<file path="src/rtl/core_lsu.sv">
// core_lsu: single-transaction load/store unit between core_alu and a req/ack data bus.
// Decodes the one-hot access flags, rejects illegal/misaligned requests and extends load data.
module core_lsu #(
    parameter int unsigned TIMEOUT = 255
) (
    input  logic        rst_n,
    input  logic        clk,
    input  logic        start,
    input  logic        i_lb,
    input  logic        i_lh,
    input  logic        i_lw,
    input  logic        i_lbu,
    input  logic        i_lhu,
    input  logic        i_sb,
    input  logic        i_sh,
    input  logic        i_sw,
    input  logic [31:0] addr,
    input  logic [31:0] wdata,
    output logic        mem_req,
    output logic        mem_we,
    output logic [31:0] mem_addr,
    output logic [3:0]  mem_be,
    output logic [31:0] mem_wdata,
    input  logic        mem_ack,
    input  logic [31:0] mem_rdata,
    output logic        busy,
    output logic        done,
    output logic        err,
    output logic [31:0] load_data
);
    typedef enum logic {IDLE, ACCESS} state_t;

    localparam logic [8:0] TIMEOUT_CNT = 9'(TIMEOUT);

    state_t      state_reg;
    logic [7:0]  cnt_reg;
    logic [1:0]  size_reg;      // 0 byte, 1 halfword, 2 word
    logic        unsigned_reg;
    logic [1:0]  lane_reg;

    logic [7:0]  flags;
    logic        multi_flag;
    logic        misaligned;
    logic        is_store;
    logic        is_unsigned;
    logic [1:0]  size_next;
    logic [3:0]  be_next;
    logic [31:0] wdata_next;
    logic [31:0] load_next;
    logic [8:0]  cnt_next;
    logic [15:0] rd_half;
    logic [7:0]  rd_byte [4];

    assign flags       = {i_lb, i_lh, i_lw, i_lbu, i_lhu, i_sb, i_sh, i_sw};
    assign multi_flag  = (flags & (flags - 8'd1)) != 8'd0;
    assign is_store    = i_sb | i_sh | i_sw;
    assign is_unsigned = i_lbu | i_lhu;
    assign size_next   = (i_lw | i_sw) ? 2'd2 : (i_lh | i_lhu | i_sh) ? 2'd1 : 2'd0;
    assign misaligned  = ((size_next == 2'd1) && addr[0]) ||
                         ((size_next == 2'd2) && (addr[1:0] != 2'b00));
    assign cnt_next    = {1'b0, cnt_reg} + 9'd1;

    genvar gi;
    generate
        for (gi = 0; gi < 4; gi++) begin : g_lane
            assign rd_byte[gi] = mem_rdata[8*gi +: 8];
        end
    endgenerate

    assign rd_half = lane_reg[1] ? mem_rdata[31:16] : mem_rdata[15:0];

    always_comb begin
        be_next    = 4'b1111;
        wdata_next = wdata;
        case (size_next)
            2'd0: begin
                be_next    = 4'b0001 << addr[1:0];
                wdata_next = {4{wdata[7:0]}};
            end
            2'd1: begin
                be_next    = addr[1] ? 4'b1100 : 4'b0011;
                wdata_next = {2{wdata[15:0]}};
            end
            default: ;
        endcase
        if (!is_store) begin
            wdata_next = 32'd0;
        end
    end

    // Lane and extension come from what was latched at start, not the live inputs.
    always_comb begin
        load_next = mem_rdata;
        case (size_reg)
            2'd0: load_next = {{24{rd_byte[lane_reg][7] & ~unsigned_reg}}, rd_byte[lane_reg]};
            2'd1: load_next = {{16{rd_half[15] & ~unsigned_reg}}, rd_half};
            default: ;
        endcase
    end

    always_ff @(posedge clk or negedge rst_n) begin
        if (!rst_n) begin
            state_reg    <= IDLE;
            cnt_reg      <= 8'd0;
            size_reg     <= 2'd0;
            unsigned_reg <= 1'b0;
            lane_reg     <= 2'd0;
            mem_req      <= 1'b0;
            mem_we       <= 1'b0;
            mem_addr     <= 32'd0;
            mem_be       <= 4'd0;
            mem_wdata    <= 32'd0;
            busy         <= 1'b0;
            done         <= 1'b0;
            err          <= 1'b0;
            load_data    <= 32'd0;
        end else begin
            done <= 1'b0;
            err  <= 1'b0;
            case (state_reg)
                IDLE: begin
                    if (start && (flags != 8'd0)) begin
                        if (multi_flag || misaligned) begin
                            done <= 1'b1;
                            err  <= 1'b1;
                        end else begin
                            state_reg    <= ACCESS;
                            cnt_reg      <= 8'd0;
                            size_reg     <= size_next;
                            unsigned_reg <= is_unsigned;
                            lane_reg     <= addr[1:0];
                            mem_req      <= 1'b1;
                            busy         <= 1'b1;
                            mem_we       <= is_store;
                            mem_addr     <= {addr[31:2], 2'b00};
                            mem_be       <= be_next;
                            mem_wdata    <= wdata_next;
                        end
                    end
                end
                ACCESS: begin
                    // An ack in the final permitted cycle takes priority over the timeout.
                    if (mem_ack) begin
                        state_reg <= IDLE;
                        mem_req   <= 1'b0;
                        busy      <= 1'b0;
                        done      <= 1'b1;
                        if (!mem_we) begin
                            load_data <= load_next;
                        end
                    end else if (cnt_next == TIMEOUT_CNT) begin
                        state_reg <= IDLE;
                        mem_req   <= 1'b0;
                        busy      <= 1'b0;
                        done      <= 1'b1;
                        err       <= 1'b1;
                    end else begin
                        cnt_reg <= cnt_next[7:0];
                    end
                end
                default: state_reg <= IDLE;
            endcase
        end
    end
endmodule

</file>
<file path="config.mk">
export PLATFORM = sky130hd
export DESIGN_NAME = core_lsu
export DESIGN_NICKNAME = d
export VERILOG_FILES = /design/src/rtl/core_lsu.sv
export SDC_FILE = /design/constraint.sdc
export NUM_CORES = 1
export LEC_CHECK = 0
export ABC_AREA = 1
export CORE_MARGIN = 2
export CORE_UTILIZATION = 42
export CTS_BUF_LIST = sky130_fd_sc_hd__clkbuf_8
export CTS_CLUSTER_DIAMETER = 100
export DETAILED_ROUTE_END_ITERATION = 7
export GPL_TIMING_DRIVEN = 1
export PLACE_DENSITY = 0.82
export SYNTH_ARGS = -nofsm -noshare
export SYNTH_HDL_FRONTEND = slang
export SYNTH_SLANG_ARGS = --single-unit
</file>
<file path="constraint.sdc">
create_clock -name clk -period 2 [get_ports clk]
set_clock_uncertainty 0.15 [all_clocks]
set_input_delay 0.3 -clock clk [delete_from_list [all_inputs] [get_ports clk]]
set_output_delay 0.3 -clock clk [all_outputs]
set_load 0.02 [all_outputs]
</file>
==> results of run 1 <==
==> cells in the mapped netlist (all sizes together) <==
library cell / n / share of area
o2111ai: 2 / 0.0030
nand3: 29 / 0.028
a21oi: 43 / 0.037
a211oi: 1 / 0.0013
mux2i: 6 / 0.010
nor2: 62 / 0.045
or2: 5 / 0.0053
clkinv: 1 / 0.00064
o211ai: 8 / 0.010
inv: 88 / 0.056
o221a: 4 / 0.0077
o21a: 1 / 0.0015
a22oi: 1 / 0.0013
clkbuf: 12 / 0.0077
o311ai: 1 / 0.0015
o21bai: 3 / 0.0038
a41oi: 1 / 0.0015
nand4: 12 / 0.013
o21ai: 77 / 0.070
dfrtp: 116 / 0.50
nand2: 246 / 0.16
ha: 2 / 0.0043
conb: 1 / 0.00064
buf: 23 / 0.035
==> logic make-up (layout without fill, tap and decap cells) <==
| logic type | count (synthesis) | after routing |
|---|---|---|
| mux | 6 | 6 |
| compound gates | 142 | 142 |
| flops | 116 | 116 |
| other cells | 1 | 2 |
| buf+inv | 124 | 377 |
| fa+ha+maj | 2 | 2 |
| simple gates | 354 | 354 |
==> final cells by class <==
| cell class | instances | area [um^2] |
|---|---|---|
| flip-flops and latches | 116 | 2903 |
| inverters | 89 | 334.1 |
| clock buffers | 17 | 234.0 |
| clock inverters | 15 | 180.2 |
| repair buffers | 256 | 2512 |
| multi-input cells | 506 | 2381 |
| well taps | 180 | 225.2 |
| fillers | 1197 | 5004 |
==> metrics by stage <==
stage / util / cell area, um^2 / setup slack, ns / power [uW] / setup TNS (ns)
5_1_grt: 0.6367 / 8770 / 0.006316 / 6663 / 0
4_1_cts: 0.6364 / 8765 / 0.02348 / 6399 / 0
3_3_place_gp: 0.6056 / 8341 / -0.1722 / 4090 / -11.90
3_5_place_dp: 0.6056 / 8341 / -0.2611 / 4120 / -17.88
2_1_floorplan: - / 5867 / 0.2698 / 3289 / 0
6_report: 0.6367 / 8770 / 0.07461 / 6342 / 0
==> repair_timing <==
item / CTS / global route
resized for setup: 0 / 2
hold endpoints to repair: 28 / 0
endpoints found under the setup margin: 0 / 9
hold buffers: 1 / 0
==> power breakdown <==
part           switching [uW]  leakage [uW]  internal (uW)  total, uW
Clock                    1030      0.000203           1240       2260
Sequential                118       0.00158           2530       2650
Combinational             724       0.00258            705       1430
==> how the worst max path moves through the flow <==
stage	from	endpoint	slack (ns)	depth (start not counted)
6_report	mem_addr[29]$_DFFE_PN0P_	mem_addr[29]	0.07	1
2_1_floorplan	cnt_reg[0]$_DFFE_PN0P_	cnt_reg[3]$_DFFE_PN0P_	0.27	10
3_3_place_gp	i_sw	mem_wdata[0]$_DFFE_PN0P_	-0.17	10
5_1_grt	mem_wdata[30]$_DFFE_PN0P_	mem_wdata[30]	0.006	1
3_5_place_dp	i_sw	mem_wdata[22]$_DFFE_PN0P_	-0.26	10
4_1_cts	mem_we$_DFFE_PN0P_	mem_we	0.02	1
==> metal layers <==
metal | share of wire | track usage | up-vias
met5 | 0 | 0 | -
met4 | 0.025 | 0.1006 | 0
met3 | 0.093 | 0.08567 | 35
met2 | 0.48 | 0.3806 | 249
met1 | 0.40 | 0.2856 | 2722
li1 | - | - | 2856
==> results.sh, run 1 <==
export IMPL_synth_fa_ha_area_frac=0.004268
export IMPL_antenna_violating_nets_post_route=0
export IMPL_io_buffers=210
export IMPL_via_count_of_the_first_global_routing_pass=5487
export IMPL_design_final_nets=1096
export IMPL_crit_reg2reg_capture="cnt_reg[2]$_DFFE_PN0P_"
export IMPL_min_delay_path_class="input pin to asynchronous set/reset pin"
export IMPL_final_hold_viol_count=0
export IMPL_crit_fanout=2
export IMPL_synth_simple_gate_area_frac=0.2512
export IMPL_largest_registers="load_data (32), mem_wdata (32), mem_addr (30)"
export IMPL_synth_compound_area_frac=0.1387
export IMPL_synth_distinct_cells=35
export IMPL_powerDensity_nw_per_um2=723.1
export IMPL_fin_crit_ns=1.925
export IMPL_grt_overflow_total=0
export IMPL_synth_xor_xnor_area_share=0
export IMPL_mapped_cells=745
export IMPL_die_width_um=122.2
export IMPL_cts_setup_buffers=0
export IMPL_via_to_cell_ratio=4.972
export IMPL_synthToLayoutAreaGrowth_pct=49.57
export IMPL_place_hpwl_mm=12.74
export IMPL_clkSlewWorstSetupHoldPaths_ns=0.08
export IMPL_instances_no_fill=1179
export IMPL_floorplan_core_area_um2=13770
export IMPL_remaining_drc_errors=0
export IMPL_worst_path_dominant_cell_family="buffers and inverters"
export IMPL_clk_root_buffer_cell="sky130_fd_sc_hd__clkbuf_8"
export IMPL_max_clock_path_buffers=2
export IMPL_power_leakage_uw=0.004367
export IMPL_timing_critical_path_required_ns=1.55
export IMPL_routabilityCongestion=0.8386
export IMPL_cts_tree="built"
export IMPL_grt_pass1_wl_mm=27.28
export IMPL_drt_iter0_drcs=369
export IMPL_grt_setup_unrepaired="false"
export IMPL_report_final_setup_viol=0
export IMPL_synth_top_family_by_area="simple AND/OR/NAND/NOR gates"
export IMPL_netlist_area_pre_place_um2=5863
export IMPL_track_usage=0.2361
export IMPL_cap_violations=0
export IMPL_timing_reg2reg_worst_path_depth=10
export IMPL_worst_path_buf_inv=1
export IMPL_dr_pass1_iters=6
export IMPL_path_type_of_the_worst_setup_path="flip-flop to primary output"
export IMPL_cts_buffers=17
export IMPL_totalWireLength_mm=17.16
export IMPL_layout_commonest_cell="sky130_fd_sc_hd__nand2_1"
export IMPL_antenna_found_initial=0
export IMPL_cts_sinks=116
export IMPL_dr_total_vias=5862
export IMPL_syn_mean_instance_area_um2=7.870
export IMPL_final_layout_size_suffix_gt1_frac=0.1111
export IMPL_element_type_at_the_critical_path_end="primary output"
export IMPL_die_height_um=122.2
export IMPL_slew_violations=0
export IMPL_design_portCount=213
export IMPL_max_stage_delay_ns=0.65
export IMPL_yosys_register_bits=116
export IMPL_die_area_um2=14920
export IMPL_status="finished, final reports clean"
export IMPL_initial_utilization=0.4257
export IMPL_mostFrequentLayoutCells="239 x sky130_fd_sc_hd__nand2_1, 208 x sky130_fd_sc_hd__clkdlybuf4s50_1, 116 x sky130_fd_sc_hd__dfrtp_1"
export IMPL_clk_latency_ns=0.44
export IMPL_yosysWarnings=0
export IMPL_largest_net_degree_at_the_start_of_global_routing=43
export IMPL_floorplan_rows=43
export IMPL_num_antenna_cells=0
export IMPL_power_ir_vdd_worst_mv=0.3882
export IMPL_synth_seq_area_share=0.4951
export IMPL_fmaxAchievable_mhz=519.4
export IMPL_fin_worst_hold_slack_ns=0.1990
export IMPL_synth_mux_area_frac=0.01024
export IMPL_timing_critical_path_slowest_stage_cell="sky130_fd_sc_hd__clkdlybuf4s50_1"
export IMPL_crit_path_cell_trace="clkdlybuf4s50_1"
export IMPL_layout_worst_path_cycle_share=0.9627
export IMPL_timing_rr_start="cnt_reg[0]$_DFFE_PN0P_"
export IMPL_setup_reg_to_reg_worst_slack_ns=0.20
export IMPL_post_drt_wl_per_cell_um=14.55
export IMPL_critical_path_arrival_ns=1.48
export IMPL_dpl_cell_count=1146
export IMPL_startpoint_type="flip-flop"
export IMPL_h_tree_depth=4
Power figures use the tool's default switching activity.
==> run 2: changes to the inputs <==
Settings changed: ABC_AREA 1 to unset, PLACE_DENSITY 0.82 to 0.83, SKIP_LAST_GASP set to 1.
==> run 2 against run 1 <==
  * The flow now finishes with violations (setup timing)
  * Cell area increased by 2.2%
  * Worst hold slack got worse by 0.081 ns
  * Synthesized area decreased by 5.6%
  * Non-clock buffer count increased by 24
  * Combinational power increased by 51%
  * Cell count decreased by 16%
  * Wire length increased by 6.4%
  * Via count decreased by 8.5%
  * Sequential share of layout area decreased by 0.72 points
  * Register-to-register slack got worse by 0.21 ns
  * Critical path type is now flip-flop to flip-flop
==> results.sh, run 2 <==
export IMPL_status="finished with violations"
export IMPL_failed_checks="setup timing"
export IMPL_cap_violations=0
export IMPL_timing_critical_path_slowest_stage_cell="sky130_fd_sc_hd__dfrtp_1"
export IMPL_post_drt_wl_per_cell_um=18.34
export IMPL_fmaxAchievable_mhz=498.5
export IMPL_power_ir_vdd_worst_mv=0.4203
export IMPL_cts_tree="built"
export IMPL_track_usage=0.2582
export IMPL_async_reset_ff_frac=1.000
export IMPL_dr_pass1_iters=5
export IMPL_die_width_um=118.8
export IMPL_die_area_um2=14110
export IMPL_clkSlewWorstSetupHoldPaths_ns=0.07
export IMPL_via_to_cell_ratio=5.387
export IMPL_dr_total_vias=5365
export IMPL_report_final_setup_viol=1
export IMPL_timing_critical_path_required_ns=2.17
export IMPL_clk_root_buffer_cell="sky130_fd_sc_hd__clkbuf_8"
export IMPL_powerDensity_nw_per_um2=786.3
export IMPL_crit_fanout=4
export IMPL_final_layout_size_suffix_gt1_frac=0.2184
export IMPL_layout_commonest_cell="sky130_fd_sc_hd__clkdlybuf4s50_1"
export IMPL_netlist_area_pre_place_um2=5534
export IMPL_power_leakage_uw=0.004010
export IMPL_syn_mean_instance_area_um2=10.08
export IMPL_totalWireLength_mm=18.27
export IMPL_mapped_cells=549
export IMPL_synth_seq_area_share=0.5245
export IMPL_critical_path_arrival_ns=2.18
export IMPL_drt_iter0_drcs=511
export IMPL_routabilityCongestion=0.9122
export IMPL_synth_top_cell_area_share=0.5245
export IMPL_h_tree_depth=4
export IMPL_largest_net_degree_at_the_start_of_global_routing=54
export IMPL_cts_buffers=17
export IMPL_max_clock_path_buffers=2
export IMPL_final_area_um2=8964
export IMPL_floorplan_core_area_um2=12720
export IMPL_largest_registers="load_data (32), mem_wdata (32), mem_addr (30)"
export IMPL_slew_violations=0
export IMPL_synth_top_flop_cell="sky130_fd_sc_hd__dfrtp_1"
export IMPL_setup_reg_to_reg_worst_slack_ns=-0.006
export IMPL_antenna_violating_nets_post_route=0
export IMPL_worst_path_buf_inv=1
export IMPL_grt_setup_unrepaired="true"
export IMPL_fin_worst_hold_slack_ns=0.1181
export IMPL_yosysWarnings=0
export IMPL_grt_overflow_total=0
export IMPL_finalSetupTns_ns=-0.006162
export IMPL_grt_pass1_wl_mm=28.72
export IMPL_clk_latency_ns=0.43
export IMPL_synth_most_common_cell="sky130_fd_sc_hd__dfrtp_1"
export IMPL_antenna_found_initial=0
export IMPL_cts_sinks=116
export IMPL_final_fill_count=939
export IMPL_max_stage_delay_ns=0.43
export IMPL_via_count_of_the_first_global_routing_pass=5455
export IMPL_synth_top_cell_by_area="sky130_fd_sc_hd__dfrtp_1"
export IMPL_crit_path_cell_trace="buf_4, ha_1, nand3_2, nor3b_2, a21o_1, o21a_4, o21ai_2, a21bo_2"
export IMPL_remaining_drc_errors=0
export IMPL_min_delay_path_class="input pin to flip-flop"
export IMPL_design_final_nets=921
export IMPL_synthToLayoutAreaGrowth_pct=61.97
export IMPL_worst_path_dominant_cell_family="compound AO/OA/AOI/OAI gates"
export IMPL_placed_cell_area_um2=8145
export IMPL_path_type_of_the_worst_setup_path="flip-flop to flip-flop"
export IMPL_yosys_register_bits=116
export IMPL_place_hpwl_mm=12.81
export IMPL_io_buffers=210
export IMPL_netlist_top_cells_area="sky130_fd_sc_hd__dfrtp_1 52%, sky130_fd_sc_hd__mux2_2 7.9%, sky130_fd_sc_hd__nand2_1 7.5%"
export IMPL_floorplan_rows=41
export IMPL_num_antenna_cells=0
export IMPL_timing_final_ws_setup_ns=-0.006162
export IMPL_instances_no_fill=996
export IMPL_element_type_at_the_critical_path_end="flip-flop"
export IMPL_mostFrequentLayoutCells="198 x sky130_fd_sc_hd__clkdlybuf4s50_1, 116 x sky130_fd_sc_hd__dfrtp_1, 109 x sky130_fd_sc_hd__nand2_1"
export IMPL_synth_enable_flop_cells=0
export IMPL_fin_crit_ns=2.006
export IMPL_startpoint_type="flip-flop"
export IMPL_synth_top_cells_by_count="116 x sky130_fd_sc_hd__dfrtp_1, 110 x sky130_fd_sc_hd__nand2_1, 49 x sky130_fd_sc_hd__o21ai_0"
export IMPL_dpl_cell_count=946
export IMPL_synth_distinct_cells=49
export IMPL_final_hold_viol_count=0
export IMPL_design_portCount=213
export IMPL_layout_worst_path_cycle_share=1.003
export IMPL_initial_utilization=0.4350
export IMPL_die_height_um=118.8
-- run 2: per-layer routing --
| metal | up-vias | wire length [um] | global-route usage |
|---|---|---|---|
| li1 | 2472 | - | - |
| met1 | 2618 | 7341 | 0.3150 |
| met3 | 24 | 1377 | 0.06467 |
| met5 | - | 0 | 0 |
| met4 | 0 | 239 | 0.08482 |
| met2 | 251 | 9306 | 0.4461 |
-- run 2: worst paths after layout --
path / from / cells past startpoint / end
worst max-delay path: cnt_reg[1]$_DFFE_PN0P_ / 8 / busy$_DFFE_PN0P_
worst min-delay path: i_lhu / 4 / unsigned_reg$_DFFE_PN0P_
worst max register to register: cnt_reg[1]$_DFFE_PN0P_ / 8 / busy$_DFFE_PN0P_
worst min register to register: mem_wdata[16]$_DFFE_PN0P_ / 2 / mem_wdata[16]$_DFFE_PN0P_
max in group asynchronous: rst_n / 3 / mem_addr[6]$_DFFE_PN0P_
min in group asynchronous: rst_n / 2 / load_data[23]$_DFFE_PN0P_
-- run 2: cells by family (layout without fill, tap and decap cells) --
logic type      count (synthesis)  after routing  share of synthesized area
simple gates                  172            172                     0.1377
compound gates                145            146                     0.1578
flops                         116            116                     0.5245
mux                            65             65                     0.1286
buf+inv                        45            318                    0.04137
xor+xnor                        3              3                   0.004749
fa+ha+maj                       2              2                   0.004521
other cells                     1              2                  0.0006776
-- run 2: stage by stage --
step           total power [uW]  utilization  setup slack, ns
2_1_floorplan              3849            -         -0.07464
3_3_place_gp               4929       0.6402          -0.6306
3_5_place_dp               5004       0.6402          -0.8178
4_1_cts                    7040       0.6989         -0.01123
5_1_grt                    7372       0.7046          -0.1128
6_report                   7048       0.7046        -0.006162
-- run 2: layout make-up --
class | count | area, um^2 | share of cell area
sequential | 116 | 2903 | 0.3238
timing repair buffer | 280 | 2843 | 0.3171
multi-input combinational | 390 | 2618 | 0.2920
clock buffer | 18 | 247.7 | 0.02764
tap | 172 | 215.2 | 0.02401
clock inverter | 14 | 115.1 | 0.01284
inverter | 6 | 22.52 | 0.002513
-- run 2: power breakdown --
group	leakage (uW)	switching, uW	internal [uW]	total [uW]
combinational	0.00228	1060	1100	2160
sequential	0.00156	241	2670	2910
clock	0.000175	984	1000	1980
-- run 2: tightest hold or removal path: stages --
cell and delay [ns]:
sky130_fd_sc_hd__buf_6 0.07, sky130_fd_sc_hd__buf_6 0.11, sky130_fd_sc_hd__nor2_1 0.07, sky130_fd_sc_hd__o21ai_1 0.11
-- run 2: what timing repair did --
| action | in CTS | in global routing |
|---|---|---|
| gates resized for setup | 49 | 24 |
| pin swaps | 10 | 9 |
| endpoints found under the hold margin | 35 | 0 |
| hold buffers | 1 | 0 |
| buffers inserted | 9 | 2 |
| endpoints found under the setup margin | 84 | 49 |
| cloned | 7 | 0 |
==> run 3: changes to the inputs <==
Settings changed: GPL_ROUTABILITY_DRIVEN set to 0.
Clock period 2 ns to 2.4 ns, I/O delays scaled along.
==> run 3 against run 2 <==
  * Critical path type is now input pin to flip-flop
  * Worst setup slack improved by 0.15 ns
  * Non-clock buffer count fell by 34
  * Clock power fell by 4%
  * The flow now finishes without violations
  * Sequential power fell by 17%
  * Count of clock-buffer cells in the layout did not move
  * Global-route usage fell by 1.4 points
  * Die area did not move
==> results.sh, run 3 (same netlist as run 2, synthesis figures left out) <==
export IMPL_status="finished, final reports clean"
export IMPL_cts_tree="built"
export IMPL_crit_fanout=42
export IMPL_timing_critical_path_required_ns=2.58
export IMPL_finalSetupTns_ns=0
export IMPL_antenna_found_initial=0
export IMPL_min_delay_path_class="input pin to asynchronous set/reset pin"
export IMPL_slew_violations=0
export IMPL_cts_buffers=17
export IMPL_synthToLayoutAreaGrowth_pct=52.16
export IMPL_dr_pass1_iters=5
export IMPL_clk_root_buffer_cell="sky130_fd_sc_hd__clkbuf_8"
export IMPL_final_hold_viol_count=0
export IMPL_dr_total_vias=5143
export IMPL_element_type_at_the_critical_path_end="flip-flop"
export IMPL_worst_path_buf_inv=2
export IMPL_timing_final_ws_setup_ns=0.1455
export IMPL_power_ir_vdd_worst_mv=0.3524
export IMPL_headroom_to_the_max_slew_limit=0.5235
export IMPL_die_width_um=118.8
export IMPL_initial_utilization=0.4350
export IMPL_antenna_violating_nets_post_route=0
export IMPL_clkSlewWorstSetupHoldPaths_ns=0.07
export IMPL_placed_cell_area_um2=7969
export IMPL_floorplan_core_area_um2=12720
export IMPL_die_height_um=118.8
export IMPL_layout_commonest_cell="sky130_fd_sc_hd__clkdlybuf4s50_1"
export IMPL_area_of_combinational_cells_with_multiple_inputs_um2=2430
export IMPL_crit_start="i_lhu"
export IMPL_num_antenna_cells=0
export IMPL_design_portCount=213
export IMPL_path_type_of_the_worst_setup_path="input pin to flip-flop"
export IMPL_max_stage_delay_ns=0.57
export IMPL_totalWireLength_mm=16.71
export IMPL_seq_area_um2=2903
export IMPL_post_drt_wl_per_cell_um=17.39
export IMPL_crit_path_cell_trace="clkdlybuf4s50_1, or4_4, o22ai_1, and4_4, nand3_4, buf_6, o31ai_1"
export IMPL_cap_violations=0
export IMPL_layout_worst_path_cycle_share=0.9394
export IMPL_grt_pass1_wl_mm=27.10
export IMPL_mostFrequentLayoutCells="209 x sky130_fd_sc_hd__clkdlybuf4s50_1, 116 x sky130_fd_sc_hd__dfrtp_1, 110 x sky130_fd_sc_hd__nand2_1"
export IMPL_report_final_setup_viol=0
export IMPL_fmaxAchievable_mhz=443.6
export IMPL_track_usage=0.2437
export IMPL_floorplan_rows=41
export IMPL_fin_worst_hold_slack_ns=0.3298
export IMPL_via_count_of_the_first_global_routing_pass=5376
export IMPL_remaining_drc_errors=0
export IMPL_dp_slack_ns=-0.3931
export IMPL_critical_path_arrival_ns=2.43
export IMPL_place_hpwl_mm=12.59
export IMPL_final_area_um2=8421
export IMPL_via_to_cell_ratio=5.352
export IMPL_design_final_nets=886
export IMPL_max_clock_path_buffers=2
export IMPL_largest_net_degree_at_the_start_of_global_routing=58
export IMPL_timing_critical_path_slowest_stage_cell="sky130_fd_sc_hd__or4_4"
export IMPL_fin_crit_ns=2.254
export IMPL_die_area_um2=14110
export IMPL_worst_path_dominant_cell_family="simple AND/OR/NAND/NOR gates"
export IMPL_io_buffers=210
export IMPL_grt_setup_unrepaired="false"
export IMPL_timing_rr_start="cnt_reg[1]$_DFFE_PN0P_"
export IMPL_drt_iter0_drcs=408
export IMPL_final_layout_size_suffix_gt1_frac=0.1521
export IMPL_cts_sinks=116
export IMPL_max_slew_worst_pin_slew_ns=0.7093
export IMPL_power_leakage_uw=0.003704
export IMPL_h_tree_depth=4
export IMPL_startpoint_type="input pin"
export IMPL_final_fill_count=1065
export IMPL_powerDensity_nw_per_um2=712.4
export IMPL_final_core_util=0.6619
export IMPL_clk_latency_ns=0.42
export IMPL_largest_registers="load_data (32), mem_wdata (32), mem_addr (30)"
export IMPL_grt_overflow_total=0
run 3: cell types whose count changed in the layout (fill, tap and decap cells not counted), sizes merged:
cell | before | now
buf | 72 | 36
clkdlybuf4s15 | 1 | 0
dlymetal6s2s | 1 | 0
dlygate4sd2 | 5 | 0
clkinv | 4 | 3
bufbuf | 2 | 0
bufinv | 1 | 3
o21ai | 51 | 50
clkinvlp | 6 | 5
clkdlybuf4s50 | 198 | 209
run 3: timing repair:
item / 4_1_cts / 5_1_grt
endpoints found under the setup margin: 0 / 12
hold buffers: 1 / 0
hold endpoints to repair: 36 / 0
setup buffers: 0 / 0
gates resized for setup: 0 / 4
run 3: routing by layer:
| metal | wire length [um] | share of wire | vias up | global-route usage |
|---|---|---|---|---|
| li1 | - | - | 2395 | - |
| met1 | 6534 | 0.39 | 2468 | 0.2869 |
| met2 | 8395 | 0.50 | 250 | 0.4170 |
| met3 | 1428 | 0.085 | 30 | 0.07529 |
| met4 | 354 | 0.021 | 0 | 0.09077 |
| met5 | 0 | 0 | - | 0 |
run 3: worst paths after layout:
check | end | slack (ns) | cells after the start
max in group asynchronous | mem_addr[11]$_DFFE_PN0P_ | 1.08 | 3
min in group clk | load_data[14]$_DFFE_PN0P_ | 0.33 | 2
worst min-delay path | mem_addr[24]$_DFFE_PN0P_ | 0.33 | 2
worst max-delay path | mem_wdata[21]$_DFFE_PN0P_ | 0.15 | 7
worst max register to register | cnt_reg[5]$_DFFE_PN0P_ | 0.18 | 7
worst min register to register | load_data[14]$_DFFE_PN0P_ | 0.33 | 2
run 3: cell type report:
type / count / area share
timing repair buffer: 246 / 0.2881
multi-input combinational: 389 / 0.2886
sequential: 116 / 0.3447
clock inverter: 14 / 0.02095
clock buffer: 18 / 0.02942
tap: 172 / 0.02556
inverter: 6 / 0.002675
run 3: where the power goes:
group | switching [uW] | leakage [uW] | internal, uW
sequential | 189 | 0.00156 | 2220
combinational | 835 | 0.00195 | 848
clock | 841 | 0.000198 | 1060
run 3: per-stage QoR:
stage,instances,total power [uW]
final,961,5999
after global routing,961,6306
after CTS,961,6058
after detailed placement,928,4127
after global placement,928,4064
after floorplan,550,3197
